## src/rtl/instruction_fetch_unit.sv

```systemverilog
// Fetch stage of the five-stage MIPS pipeline: owns the PC, reads instruction memory over a
// wait-request handshake and holds one instruction for the fetch/decode register.
module instruction_fetch_unit #(
    parameter logic [31:0] RESET_VECTOR = 32'hBFC00000,
    parameter logic [31:0] HALT_ADDRESS = 32'h00000000
) (
    input  logic        clk,
    input  logic        reset_n,
    input  logic        stall_fetch,
    input  logic        branch_taken_decode,
    input  logic [31:0] branch_target_decode,
    output logic [31:0] imem_address,
    output logic        imem_read,
    input  logic        imem_waitrequest,
    input  logic [31:0] imem_readdata,
    output logic [31:0] instruction_fetch,
    output logic [31:0] program_counter_plus_four_fetch,
    output logic        active
);

    typedef enum logic [1:0] {
        S_FETCH,
        S_HOLD,
        S_HALTED
    } state_t;

    typedef struct packed {
        logic [31:0] instr;
        logic [31:0] pcp4;
    } fetch_buf_t;

    state_t      state_q, state_d;
    logic [31:0] pc_q, pc_d;
    fetch_buf_t  buf_q, buf_d;
    logic        buf_valid_q, buf_valid_d;
    logic        pend_q, pend_d;
    logic [31:0] pend_target_q, pend_target_d;
    logic        squash_q, squash_d;
    logic        wait_q, wait_d;

    logic        read_raw;
    logic        accept;
    logic        accept_data;
    logic        redirect;
    logic [31:0] redirect_target;
    logic [31:0] pc_plus4;

    assign imem_read       = read_raw & reset_n;
    assign imem_address    = pc_q;
    assign accept          = imem_read & ~imem_waitrequest;
    assign accept_data     = accept & ~squash_q;
    assign redirect        = branch_taken_decode & ~stall_fetch;
    assign redirect_target = branch_target_decode & ~32'h3;
    assign pc_plus4        = pc_q + 32'd4;

    assign instruction_fetch               = buf_valid_q ? buf_q.instr : 32'h0;
    assign program_counter_plus_four_fetch = buf_valid_q ? buf_q.pcp4  : 32'h0;
    assign active                          = ~((state_q == S_HALTED) & ~buf_valid_q);

    always_ff @(posedge clk or negedge reset_n) begin
        if (!reset_n) begin
            state_q       <= S_FETCH;
            pc_q          <= RESET_VECTOR;
            buf_q         <= '0;
            buf_valid_q   <= 1'b0;
            pend_q        <= 1'b0;
            pend_target_q <= 32'h0;
            squash_q      <= 1'b0;
            wait_q        <= 1'b0;
        end else begin
            state_q       <= state_d;
            pc_q          <= pc_d;
            buf_q         <= buf_d;
            buf_valid_q   <= buf_valid_d;
            pend_q        <= pend_d;
            pend_target_q <= pend_target_d;
            squash_q      <= squash_d;
            wait_q        <= wait_d;
        end
    end

    // A request already waiting keeps imem_read high regardless of stall or halt.
    always_comb begin
        state_d  = state_q;
        read_raw = 1'b0;
        case (state_q)
            S_FETCH: begin
                if (!wait_q && pc_q == HALT_ADDRESS) begin
                    state_d = S_HALTED;
                end else if (!wait_q && buf_valid_q && stall_fetch) begin
                    state_d = S_HOLD;
                end else begin
                    read_raw = 1'b1;
                end
            end
            S_HOLD: begin
                if (!stall_fetch) state_d = S_FETCH;
            end
            default: ;
        endcase
    end

    always_comb begin
        pc_d          = pc_q;
        buf_d         = buf_q;
        buf_valid_d   = buf_valid_q;
        pend_d        = pend_q;
        pend_target_d = pend_target_q;
        squash_d      = squash_q;
        wait_d        = imem_read & imem_waitrequest;

        if (!stall_fetch) buf_valid_d = 1'b0;

        if (accept) begin
            if (squash_q) begin
                pc_d     = pend_target_q;
                squash_d = 1'b0;
                pend_d   = 1'b0;
            end else begin
                buf_d.instr = imem_readdata;
                buf_d.pcp4  = pc_plus4;
                buf_valid_d = 1'b1;
                pc_d        = pend_q ? pend_target_q : pc_plus4;
                pend_d      = 1'b0;
            end
        end

        if (redirect) begin
            if (buf_valid_q) begin
                // Delay slot leaves the buffer now; anything fetched after it is wrong-path.
                if (accept_data) begin
                    buf_valid_d = 1'b0;
                    pc_d        = redirect_target;
                end else if (imem_read && imem_waitrequest) begin
                    squash_d      = 1'b1;
                    pend_d        = 1'b1;
                    pend_target_d = redirect_target;
                end else begin
                    pc_d = redirect_target;
                end
            end else begin
                // Delay slot not yet buffered: it is either arriving now or the next accept.
                if (accept_data) begin
                    pc_d = redirect_target;
                end else begin
                    pend_d        = 1'b1;
                    pend_target_d = redirect_target;
                end
            end
        end
    end

endmodule
```

## config.mk

```make
export PLATFORM = sky130hd
export DESIGN_NAME = instruction_fetch_unit
export DESIGN_NICKNAME = d
export VERILOG_FILES = /design/src/rtl/instruction_fetch_unit.sv
export SDC_FILE = /design/constraint.sdc
export NUM_CORES = 1
export LEC_CHECK = 0
export CORE_UTILIZATION = 50
export DETAILED_ROUTE_END_ITERATION = 10
export HOLD_SLACK_MARGIN = 0.05
export PLACE_DENSITY_LB_ADDON = 0.25
export SLEW_MARGIN = 20
export SYNTH_ARGS = -nofsm -noshare
export SYNTH_HDL_FRONTEND = slang
export SYNTH_SLANG_ARGS = --single-unit
```

## constraint.sdc

```tcl
create_clock -name clk -period 3.4 [get_ports clk]
set_input_delay 1.02 -clock clk [delete_from_list [all_inputs] [get_ports clk]]
set_output_delay 1.02 -clock clk [all_outputs]
set_load 0.005 [all_outputs]
```

==> impl_metrics.env <==
export IMPL_top_cell_family_by_delay_on_the_critical_path="simple AND/OR/NAND/NOR gates"
export IMPL_ir_worst_vdd_v=0.000433
export IMPL_initialDrtViolationCount=435
export IMPL_crit_path_end_kind="output port"
export IMPL_power_density_cell_area_nw_per_um2=811
export IMPL_crit_arrival_ps=2220
export IMPL_report_final_slew_viol_count=0
export IMPL_start_kind="input pin"
export IMPL_cts_tree="done"
export IMPL_multiInputGateArea_um2=3220
export IMPL_buffer_ports_inserted=164
export IMPL_htree_num_levels=4
export IMPL_post_drt_via_cell_ratio=5.54
export IMPL_synth_to_layout_area_growth_pct=36.6
export IMPL_n_antenna_cell=0
export IMPL_grt_setup_unrepaired="no"
export IMPL_clkSinkCount=132
export IMPL_synth_cells=699
export IMPL_synth_ff_latch_count=132
export IMPL_ctsLongestPathBuffers=2
export IMPL_async_flop_share_pct=100
export IMPL_seq_area_frac_synth_pct=48.6
export IMPL_worst_slew_margin_rel_pct=37.5
export IMPL_timing_hold_worst_class="reg -> reg"
export IMPL_final_global_route_overflow_total=0
export IMPL_yosysTopAreaCellShare_pct=45.1
export IMPL_fp_dieArea_um2=14100
export IMPL_synth_commonest_cells="123 x dfrtp_1, 83 x nor2_1, 75 x a21oi_1, 66 x and2_1"
export IMPL_die_width_um=119
export IMPL_synth_flop_cell="dfrtp_1"
export IMPL_detail_route_antenna_nets=0
export IMPL_layout_cells_non_filler=1046
export IMPL_syn_area_per_cell_um2=9.76
export IMPL_route_detailed_drc=0
export IMPL_drt_total_wl_um=17600
export IMPL_tightest_slew_ps=937
export IMPL_grt_start_max_net_pins=75
export IMPL_timing_limited_maximum_frequency_mhz=308
export IMPL_placeableCoreArea_um2=13300
export IMPL_path_clk_slew_ps=50
export IMPL_gp_routability_congestion=0.856
export IMPL_crit_type="in -> out"
export IMPL_cp_num_buf_inv=2
export IMPL_track_usage_pct=26.3
export IMPL_placementRows=42
export IMPL_finalClockSkew_ps=8.64
export IMPL_layout_nets=928
export IMPL_clock_insertion_delay_worst_skew_ps=420
export IMPL_detail_route_wl_per_cell_um=16.9
export IMPL_maxCapViolCount=0
export IMPL_io_pins=167
export IMPL_yosys_top_cell_by_area="dfrtp_1"
export IMPL_synth_nets=770
export IMPL_layout_area_seq_um2=3310
export IMPL_final_hold_fails=0
export IMPL_numPlacedInstances=1013
export IMPL_synth_enable_flop_cells=0
export IMPL_dr_total_vias=5798
export IMPL_cts_inserted_buffers=17
export IMPL_initial_antenna_violation_count=0
export IMPL_cpMaxStageDelayCell="clkdlybuf4s50_1"
export IMPL_path_cells="clkdlybuf4s50_1 -> nand2_1 -> nor2_1 -> nor4b_2 -> and2_1 -> clkbuf_2"
export IMPL_first_pass_grt_wire_length_um=29000
export IMPL_estimated_wirelength_of_the_detail_placed_design_um=12000
export IMPL_period_minus_slack_ps=3240
export IMPL_vias_in_the_first_global_route=5674
export IMPL_netlist_area_um2=6830
export IMPL_floorplan_initialDensity_pct=51.3
export IMPL_min_period_over_period_pct=95.4
export IMPL_synth_top_cells_by_area="dfrtp_1 45%, mux2_2 6.9%, and2_1 6.0%"
export IMPL_yosysUniqueCellTypes=43
export IMPL_outcome="complete, no violations"
export IMPL_final_util_pct=70.1
export IMPL_die_h_um=119
export IMPL_synthMostInstantiatedCell="dfrtp_1"
export IMPL_post_route_cells_drive_above_1_share_pct=15.9
export IMPL_setup_viol=0
export IMPL_fillerInstances=964
export IMPL_first_pass_iters=5
export IMPL_root_buffer_cell="clkbuf_16"
export IMPL_cellLeakagePower_nw=3.86
export IMPL_required_ps=2380
export IMPL_timing_hold_ws_ps=484
export IMPL_cpPeakStageDelay_ps=450
export IMPL_timing_critical_path_fanout_max=3
export IMPL_synth_warning_count=0
## worst register-to-register path: cells and delay by family (launching register included)
kind / cells / cell delay, ps
flops: 1 / 440
simple gates: 4 / 1120
compound gates: 3 / 500
buf+inv: 2 / 680
## path summary, 6_finish.rpt
| kind | start | endpoint | slack, ps | cells after the start |
|---|---|---|---|---|
| hold / removal | pend_target_q[24] | pend_target_q[24] | 480 | 2 |
| max in group asynchronous | reset_n | imem_address[16] | 1210 | 3 |
| min in group asynchronous | reset_n | buf_q[26] | 780 | 2 |
| setup reg to reg | imem_address[12] | imem_address[16] | 520 | 9 |
| hold reg to reg | pend_target_q[24] | pend_target_q[24] | 480 | 2 |
| setup / recovery | stall_fetch | imem_read | 160 | 6 |
## sequential cells by signal, summed over array words and instances, names as in the netlist, named ones only
| name | count |
|---|---|
| state_q | 2 |
| buf_q | 64 |
| imem_address | 32 |
| buf_valid_q | 1 |
| wait_q | 1 |
| pend_target_q | 30 |
## power by group
| group | switching [mW] | leakage [nW] | internal, mW |
|---|---|---|---|
| clock | 0.626 | 0.294 | 1.16 |
| sequential | 0.510 | 1.51 | 2.26 |
| combinational | 1.34 | 2.05 | 1.67 |
| total | 2.48 | 3.86 | 5.09 |
## per-layer routing
| metal | track usage, % | vias to the layer above | share of wire (%) |
|---|---|---|---|
| met5 | 0 | - | 0 |
| met4 | 10.3 | 0 | 1.9 |
| met3 | 5.46 | 26 | 6.2 |
| met2 | 42.3 | 257 | 48 |
| met1 | 34.9 | 2770 | 44 |
| li1 | - | 2745 | - |
## layout make-up
class                           count  area share, %
Tap cell                          176           2.36
Clock inverter                      3          0.429
Sequential cell                   132           35.5
Multi-Input combinational cell    493           34.5
Inverter                           19          0.765
Timing Repair Buffer              194           20.5
Clock buffer                       29           5.90
## per-stage QoR
step           total power [mW]  setup WS, ps  cell area (µm²)  TNS, ps
3_3_place_gp               5.62          -241             8710     -241
2_1_floorplan              4.36           670             6830        0
5_1_grt                    8.03          71.2             9320        0
3_5_place_dp               5.74          -265             8710     -265
6_report                   7.56           157             9320        0
4_1_cts                    7.57          7.62             9320        0
## cells in the final DEF (no fill, tap or decap), types with 7 or more instances in the layout
cell type	instances
clkdlybuf4s50_1	162
dfrtp_1	123
nor2_1	81
a21oi_1	75
and2_1	66
nand2_1	42
mux2_2	42
buf_4	27
inv_1	19
o22ai_1	19
mux2_4	19
nand3_1	18
clkbuf_16	17
o21ai_0	15
xor2_1	14
xnor2_1	14
a31oi_1	10
dfstp_2	9
nor4_1	8
and3_1	8
clkbuf_8	8
nor3_1	7
a41oi_1	7
## cell families after synthesis
| family | Yosys count | share of synthesized area [%] |
|---|---|---|
| DFF | 132 | 48.6 |
| AOI/OAI and AO/OA | 151 | 13.2 |
| adders and majority gates | 2 | 0.367 |
| muxes | 61 | 11.1 |
| xor gates and xnor gates | 28 | 3.59 |
| and+or+nand+nor | 251 | 18.2 |
| buffers and inverters | 74 | 4.95 |
## repair_timing
action,CTS,global route
pin swaps,2,4
gates resized for setup,4,3
hold buffers,0,0
endpoints found under the setup margin,1,1
cloned,0,0
buffers inserted,1,0
hold endpoints to repair,0,0
Power figures use the tool's default switching activity.
